File: src/rtl/rvc_compressor_packer_if.sv
// Stream bundle for the RVC compactor: instruction input side and packed-word output side.
interface rvc_compressor_packer_if;
   logic        in_valid;
   logic        in_ready;
   logic [31:0] in_instr;
   logic        in_last;
   logic        out_valid;
   logic        out_ready;
   logic [31:0] out_word;
   logic        out_last;

   modport master (
      output in_valid, in_instr, in_last, out_ready,
      input  in_ready, out_valid, out_word, out_last
   );

   modport slave (
      input  in_valid, in_instr, in_last, out_ready,
      output in_ready, out_valid, out_word, out_last
   );
endinterface

File: src/rtl/rvc_compressor_packer.sv
// Streaming RV32C compactor: replaces RV32I instructions by RVC equivalents where possible
// and packs the resulting 16/32-bit parcels little-endian into 32-bit words.
module rvc_compressor_packer #(
   parameter bit          ENABLE_COMPRESS = 1'b1,
   parameter int unsigned CNT_W           = 16
) (
   input  logic                   clk,
   input  logic                   rst,
   rvc_compressor_packer_if.slave bus,
   output logic [CNT_W-1:0]       cnt_total,
   output logic [CNT_W-1:0]       cnt_comp
);
   typedef enum logic [0:0] {StRun, StFlush} state_e;

   state_e            state_q, state_d;
   logic              out_valid_q, out_valid_d;
   logic [31:0]       out_word_q, out_word_d;
   logic              out_last_q, out_last_d;
   logic [15:0]       hold_q, hold_d;
   logic              hold_valid_q, hold_valid_d;
   logic [CNT_W-1:0]  cnt_total_q, cnt_total_d;
   logic [CNT_W-1:0]  cnt_comp_q, cnt_comp_d;

   logic [31:0] ins;
   logic [6:0]  opc, f7;
   logic [4:0]  rd, rs1, rs2;
   logic [2:0]  f3;
   logic        rd_p, rs1_p, rs2_p, imm6_ok;
   logic        c_ok, is_c, ca_hit;
   logic [1:0]  ca_op;
   logic [15:0] c_half;
   logic        slot_free, xfer;

   assign ins     = bus.in_instr;
   assign opc     = ins[6:0];
   assign rd      = ins[11:7];
   assign f3      = ins[14:12];
   assign rs1     = ins[19:15];
   assign rs2     = ins[24:20];
   assign f7      = ins[31:25];
   assign rd_p    = (rd[4:3] == 2'b01);
   assign rs1_p   = (rs1[4:3] == 2'b01);
   assign rs2_p   = (rs2[4:3] == 2'b01);
   // I-immediate fits a signed 6-bit field
   assign imm6_ok = (ins[31:25] == {7{ins[25]}});

   always_comb begin
      c_ok   = 1'b0;
      c_half = 16'h0000;
      ca_hit = 1'b1;
      ca_op  = 2'b00;
      if (f3 == 3'b000 && f7 == 7'b0100000)      ca_op = 2'b00;
      else if (f3 == 3'b100 && f7 == 7'b0000000) ca_op = 2'b01;
      else if (f3 == 3'b110 && f7 == 7'b0000000) ca_op = 2'b10;
      else if (f3 == 3'b111 && f7 == 7'b0000000) ca_op = 2'b11;
      else                                       ca_hit = 1'b0;
      case (opc)
         7'b0010011: begin
            case (f3)
               3'b000: begin
                  if (rd == 5'd0 && rs1 == 5'd0 && ins[31:20] == 12'd0) begin
                     c_ok = 1'b1; c_half = 16'h0001;
                  end else if (rd != 5'd0 && rs1 == rd && imm6_ok && ins[31:20] != 12'd0) begin
                     c_ok = 1'b1; c_half = {3'b000, ins[25], rd, ins[24:20], 2'b01};
                  end else if (rd != 5'd0 && rs1 == 5'd0 && imm6_ok) begin
                     c_ok = 1'b1; c_half = {3'b010, ins[25], rd, ins[24:20], 2'b01};
                  end
               end
               3'b111: if (rd_p && rs1 == rd && imm6_ok) begin
                  c_ok = 1'b1; c_half = {3'b100, ins[25], 2'b10, rd[2:0], ins[24:20], 2'b01};
               end
               3'b101: if (rd_p && rs1 == rd && rs2 != 5'd0 &&
                           (f7 == 7'b0000000 || f7 == 7'b0100000)) begin
                  c_ok = 1'b1; c_half = {3'b100, 1'b0, 1'b0, f7[5], rd[2:0], rs2, 2'b01};
               end
               3'b001: if (rd != 5'd0 && rs1 == rd && rs2 != 5'd0 && f7 == 7'b0000000) begin
                  c_ok = 1'b1; c_half = {3'b000, 1'b0, rd, rs2, 2'b10};
               end
               default: ;
            endcase
         end
         7'b0110011: begin
            if (f3 == 3'b000 && f7 == 7'b0000000 && rd != 5'd0 && rs2 != 5'd0 && rs1 == 5'd0) begin
               c_ok = 1'b1; c_half = {4'b1000, rd, rs2, 2'b10};
            end else if (f3 == 3'b000 && f7 == 7'b0000000 && rd != 5'd0 && rs2 != 5'd0 &&
                         rs1 == rd) begin
               c_ok = 1'b1; c_half = {4'b1001, rd, rs2, 2'b10};
            end else if (ca_hit && rd_p && rs2_p && rs1 == rd) begin
               c_ok = 1'b1; c_half = {6'b100011, rd[2:0], ca_op, rs2[2:0], 2'b01};
            end
         end
         7'b0000011: if (f3 == 3'b010) begin
            if (rs1_p && rd_p && ins[31:27] == 5'd0 && ins[21:20] == 2'd0) begin
               c_ok = 1'b1;
               c_half = {3'b010, ins[25:23], rs1[2:0], ins[22], ins[26], rd[2:0], 2'b00};
            end else if (rs1 == 5'd2 && rd != 5'd0 && ins[31:28] == 4'd0 && ins[21:20] == 2'd0) begin
               c_ok = 1'b1; c_half = {3'b010, ins[25], rd, ins[24:22], ins[27:26], 2'b10};
            end
         end
         7'b0100011: if (f3 == 3'b010) begin
            if (rs1_p && rs2_p && ins[31:27] == 5'd0 && ins[8:7] == 2'd0) begin
               c_ok = 1'b1;
               c_half = {3'b110, ins[25], ins[11:10], rs1[2:0], ins[9], ins[26], rs2[2:0], 2'b00};
            end else if (rs1 == 5'd2 && ins[31:28] == 4'd0 && ins[8:7] == 2'd0) begin
               c_ok = 1'b1; c_half = {3'b110, ins[25], ins[11:9], ins[27:26], rs2, 2'b10};
            end
         end
         7'b1101111: if (rd[4:1] == 4'd0 && ins[20:12] == {9{ins[31]}}) begin
            c_ok = 1'b1;
            c_half = {~rd[0], 2'b01, ins[20], ins[24], ins[29:28], ins[30], ins[26], ins[27],
                      ins[23:21], ins[25], 2'b01};
         end
         7'b1100011: if (f3[2:1] == 2'b00 && rs2 == 5'd0 && rs1_p &&
                         ins[30:28] == {3{ins[31]}} && ins[7] == ins[31]) begin
            c_ok = 1'b1;
            c_half = {2'b11, f3[0], ins[28], ins[11:10], rs1[2:0], ins[27:26], ins[9:8], ins[25],
                      2'b01};
         end
         default: ;
      endcase
   end

   assign is_c         = ENABLE_COMPRESS && c_ok;
   assign slot_free    = !out_valid_q || bus.out_ready;
   assign bus.in_ready = (state_q == StRun) && slot_free;
   assign xfer         = bus.in_valid && bus.in_ready;

   always_comb begin
      state_d      = state_q;
      out_valid_d  = out_valid_q && !bus.out_ready;
      out_word_d   = out_word_q;
      out_last_d   = out_last_q;
      hold_d       = hold_q;
      hold_valid_d = hold_valid_q;
      cnt_total_d  = cnt_total_q;
      cnt_comp_d   = cnt_comp_q;
      case (state_q)
         StRun: if (xfer) begin
            if (cnt_total_q != '1) cnt_total_d = cnt_total_q + CNT_W'(1);
            if (is_c && cnt_comp_q != '1) cnt_comp_d = cnt_comp_q + CNT_W'(1);
            if (!hold_valid_q) begin
               if (is_c) begin
                  hold_d       = c_half;
                  hold_valid_d = 1'b1;
               end else begin
                  out_valid_d = 1'b1;
                  out_word_d  = ins;
                  out_last_d  = bus.in_last;
               end
            end else if (is_c) begin
               out_valid_d  = 1'b1;
               out_word_d   = {c_half, hold_q};
               out_last_d   = bus.in_last;
               hold_valid_d = 1'b0;
            end else begin
               // Upper half of a straddling 32-bit instruction becomes the new hold
               out_valid_d = 1'b1;
               out_word_d  = {ins[15:0], hold_q};
               out_last_d  = 1'b0;
               hold_d      = ins[31:16];
            end
            if (bus.in_last && hold_valid_d) state_d = StFlush;
         end
         StFlush: if (slot_free) begin
            out_valid_d  = 1'b1;
            out_word_d   = {16'h0001, hold_q};
            out_last_d   = 1'b1;
            hold_d       = 16'h0000;
            hold_valid_d = 1'b0;
            state_d      = StRun;
         end
         default: state_d = StRun;
      endcase
   end

   always_ff @(posedge clk) begin
      if (!rst) begin
         state_q      <= StRun;
         out_valid_q  <= 1'b0;
         out_word_q   <= 32'h0;
         out_last_q   <= 1'b0;
         hold_q       <= 16'h0;
         hold_valid_q <= 1'b0;
         cnt_total_q  <= '0;
         cnt_comp_q   <= '0;
      end else begin
         state_q      <= state_d;
         out_valid_q  <= out_valid_d;
         out_word_q   <= out_word_d;
         out_last_q   <= out_last_d;
         hold_q       <= hold_d;
         hold_valid_q <= hold_valid_d;
         cnt_total_q  <= cnt_total_d;
         cnt_comp_q   <= cnt_comp_d;
      end
   end

   assign bus.out_valid = out_valid_q;
   assign bus.out_word  = out_word_q;
   assign bus.out_last  = out_last_q;
   assign cnt_total     = cnt_total_q;
   assign cnt_comp      = cnt_comp_q;
endmodule

File: src/flat_wrapper.sv
// flat-port wrapper written by rule: the top's interface ports become plain ports
module rvc_compressor_packer_flat 
#(
   parameter bit          ENABLE_COMPRESS = 1'b1,
   parameter int unsigned CNT_W           = 16
)
  (clk, rst, cnt_total, cnt_comp, bus_in_valid, bus_in_instr, bus_in_last, bus_out_ready, bus_in_ready, bus_out_valid, bus_out_word, bus_out_last);
  rvc_compressor_packer_if bus_i ();
  input  logic clk;
  input  logic rst;
  output logic [CNT_W-1:0] cnt_total;
  output logic [CNT_W-1:0] cnt_comp;
  input wire logic [$bits(bus_i.in_valid)-1:0] bus_in_valid;
  input wire logic [$bits(bus_i.in_instr)-1:0] bus_in_instr;
  input wire logic [$bits(bus_i.in_last)-1:0] bus_in_last;
  input wire logic [$bits(bus_i.out_ready)-1:0] bus_out_ready;
  output wire logic [$bits(bus_i.in_ready)-1:0] bus_in_ready;
  output wire logic [$bits(bus_i.out_valid)-1:0] bus_out_valid;
  output wire logic [$bits(bus_i.out_word)-1:0] bus_out_word;
  output wire logic [$bits(bus_i.out_last)-1:0] bus_out_last;
  assign bus_i.in_valid = bus_in_valid;
  assign bus_i.in_instr = bus_in_instr;
  assign bus_i.in_last = bus_in_last;
  assign bus_i.out_ready = bus_out_ready;
  assign bus_in_ready = bus_i.in_ready;
  assign bus_out_valid = bus_i.out_valid;
  assign bus_out_word = bus_i.out_word;
  assign bus_out_last = bus_i.out_last;
  rvc_compressor_packer #(.ENABLE_COMPRESS(ENABLE_COMPRESS), .CNT_W(CNT_W)) u_core (.clk(clk), .rst(rst), .bus(bus_i), .cnt_total(cnt_total), .cnt_comp(cnt_comp));
endmodule
File: config.mk
export PLATFORM = sky130hd
export DESIGN_NAME = rvc_compressor_packer_flat
export DESIGN_NICKNAME = d
export VERILOG_FILES = /design/src/rtl/rvc_compressor_packer_if.sv /design/src/rtl/rvc_compressor_packer.sv /design/src/flat_wrapper.sv
export SDC_FILE = /design/constraint.sdc
export NUM_CORES = 1
export LEC_CHECK = 0
export CORE_ASPECT_RATIO = 0.75
export CORE_MARGIN = 3
export CORE_UTILIZATION = 45
export CTS_BUF_LIST = sky130_fd_sc_hd__clkbuf_16
export CTS_CLUSTER_SIZE = 8
export DETAILED_ROUTE_END_ITERATION = 12
export PLACE_DENSITY = 0.74
export SYNTH_ARGS = -nofsm -noshare
export SYNTH_HDL_FRONTEND = slang
export SYNTH_SLANG_ARGS = --single-unit
File: constraint.sdc
create_clock -name clk -period 4.55 [get_ports clk]
set_input_delay 0.6825 -clock clk [delete_from_list [all_inputs] [get_ports clk]]
set_output_delay 0.6825 -clock clk [all_outputs]
set_load 0.005 [all_outputs]
==> impl_metrics.yaml <==
outcome:
  status: "complete, no violations"
floorplan:
  dieWidth_um: 133
  die_area_um2: 13400
  ios: 104
  core.rowCount: 34
  start_util_pct: 46.4
  core-area_um2: 11700
  die_h_um: 101
place:
  io_buffer_count: 103
  place_hpwl_um: 18100
  pre_cts_ws_ps: 199
  dpl_cell_area_um2: 6780
  gp_congestion: 1.07
drt:
  drt_iter0_drc: 933
  drt_pre_antenna_iters: 5
  wl_per_cell_um: 23.7
  viasPerCell: 6.41
  routed_wl_um: 23400
  drc: 0
  ant_nets: 0
  dr_total_vias: 6326
cts:
  cts-root-buf: "clkbuf_16"
  clk_pin_slew_ps: 70
  cts_resized: 0
  htreeDepth: 3
  holdBufCountCts: 0
  cts_tree: "built"
  clk_latency_ps: 350
  post_cts_buffers: 0
  cts-buffers-inserted: 9
  cts_buffer_depth: 2
  clock_sinks: 84
sta:
  finalMaxSlewViolations: 0
  layout_setup_ws_ps: 460
  finalHoldViolations: 0
  max_slew_margin_pct: 22.2
  finalCritPeriodShare_pct: 89.9
  setup_viol: 0
  min_period_ps: 4090
  fmax_mhz: 245
  tightest_slew_ps: 1160
  finalSetupTns_ps: 0
  finClkSkew_ps: 8.30
  rsz0062_at_grt: "no"
synth:
  ys.flop_type: "dfxtp_1"
  syn_area_per_cell_um2: 7.70
  synth_cell_types: 79
  async_reset_ff_share_pct: 0
  synth_edf_count: 0
  synth_top_area_share_pct: 31.0
  synth_area_leader_cell: "dfxtp_1"
  postSynthNetCount: 746
  netlist_area_um2: 5430
  ys_top_cells_by_area: "dfxtp_1 31%, nor2_1 6.2%, nand2_1 5.0%, o21ai_0 4.5%, nand3_1 3.9%"
  seq_area_frac_synth_pct: 31.0
  syn_inst: 705
  ys_ff_latch: 84
  yosys_warnings: 0
layout:
  fin_util_pct: 60.3
  n_antenna_cell: 0
  postLayoutCellArea_um2: 7060
  layout-drive-gt1-share_pct: 11.2
  final_cell_mix: "103 x clkdlybuf4s50_1, 89 x nor2_1, 84 x dfxtp_1, 72 x nand2_1, 49 x o21ai_0"
  layout_commonest_cell: "clkdlybuf4s50_1"
  nFillCells: 1008
  nets: 861
  area_growth_pct: 30.1
power:
  cellLeakagePower_uw: 0.00265
  power.switching_uw: 501
  switching_share_pct: 28.4
  p_seq_share_pct: 43.9
  combPwrFrac_pct: 16.4
  power_density_nw_per_um2: 250
  clock_power_share_pct: 39.7
  internal_power_uw: 1270
  irDropWorstVdd_uv: 187
critical_path:
  worstSetupPathType: "in -> reg"
  slowest_delay_ps: 800
  critPathLaunchType: "input port"
  endpoint_kind: "flop"
  crit_path_max_fanout: 36
  critical-path-top-delay-family: "compound AO/OA/AOI/OAI gates"
  required_ps: 4810
  path_cells: "clkdlybuf4s50_1 > nor3_1 > a22oi_2 > o32ai_1 > a221oi_1 > and3_1 > a41o_1 > buf_4 > nor2_1 > a311oi_1"
  cp_slowest_cell: "clkdlybuf4s50_1"
  crit_arrival_ps: 4340
  crit_buf_inv: 2
min_path:
  hold_path_class: "reg -> reg"
grt:
  grt_pass1_wl_um: 34600
  antenna_found_initial: 0
  track_usage_pct: 34.1
  overflow: 0
  grt_pass1_vias: 5739
  grt_max_degree: 43
run:
  maxCapViolCount: 0
power by group through the flow:
| stage | sequential, uW | clock, uW | combinational, uW |
|---|---|---|---|
| after floorplan | 790 | 0 | 119 |
| after global placement | 790 | 0 | 278 |
| after detailed placement | 791 | 0 | 280 |
| after CTS | 775 | 708 | 282 |
| after global routing | 777 | 736 | 303 |
| final | 775 | 702 | 289 |
cell usage after synthesis, types with 3 or more instances:
master,instances
a211oi_1,4
a21o_1,3
a21oi_1,31
a221oi_1,4
a22o_1,10
a22oi_1,9
a311oi_1,16
a31oi_1,5
a32o_1,6
and2_1,5
and3_1,9
and4_1,4
buf_2,15
buf_6,3
clkbuf_1,22
dfxtp_1,84
ha_1,4
inv_1,16
mux2i_1,14
nand2_1,72
nand2b_1,8
nand3_1,42
nand3b_1,4
nand4_1,13
nor2_1,89
nor2_4,3
nor2b_1,6
nor3_1,16
nor3b_1,3
nor4_1,15
nor4b_1,4
o2111ai_1,5
o21ai_0,49
o31ai_1,7
or2_2,4
or3_1,17
or4_1,4
xnor2_1,16
xor2_1,9
cell families after synthesis:
| logic type | Yosys count | share of synthesized area, % |
|---|---|---|
| and+or+nand+nor | 338 | 32.8 |
| adders and majority gates | 4 | 0.923 |
| DFF | 84 | 31.0 |
| xor gates and xnor gates | 25 | 4.04 |
| buffers and inverters | 60 | 5.05 |
| AOI/OAI and AO/OA | 180 | 23.6 |
| muxes | 14 | 2.58 |
worst paths after layout:
kind | from | to | slack, ps | depth (start not counted)
max reg2reg | u_core.cnt_total[6] | u_core.cnt_total[15] | 1800 | 9
min reg2reg | u_core.bus.out_word[22] | u_core.bus.out_word[22] | 470 | 2
max | bus_in_instr[31] | u_core.bus.out_word[1] | 460 | 10
min | u_core.bus.out_word[22] | u_core.bus.out_word[22] | 470 | 2
cell type report:
class / count / area (um^2) / area share, %
Multi-Input combinational cell: 561 / 3470 / 49.1
Sequential cell: 84 / 1680 / 23.8
Timing Repair Buffer: 147 / 1360 / 19.3
Clock buffer: 9 / 225 / 3.19
Tap cell: 162 / 203 / 2.87
Inverter: 17 / 63.8 / 0.904
Clock inverter: 7 / 55.1 / 0.780
stage by stage:
step	hold slack [ps]	cells	power, uW
floorplan	419	705	908
global placement	433	971	1070
detailed placement	454	971	1070
CTS	471	987	1760
global route	496	987	1820
finish	472	987	1770
per-layer routing:
layer  GRT usage, %  vias to the layer above  share of wire (%)
met5              0                        -                  0
met4           8.07                        0                1.9
met3           10.6                       49                 13
met2           46.7                      422                 40
met1           51.3                     2998                 45
li1               -                     2857                  -
worst min-delay path, stage by stage, from the launching register on:
cell and delay (ps):
dfxtp_1 320, nand2_1 60, a21oi_1 50
registers in the layout (all words and copies together) (netlist names):
name,count
u_core.bus.out_word,32
u_core.cnt_comp,16
u_core.cnt_total,16
u_core.hold_q,16
u_core.bus.out_last,1
u_core.bus.out_valid,1
u_core.hold_valid_q,1
u_core.state_q,1
Note: power is estimated with default switching activity, not from simulation.
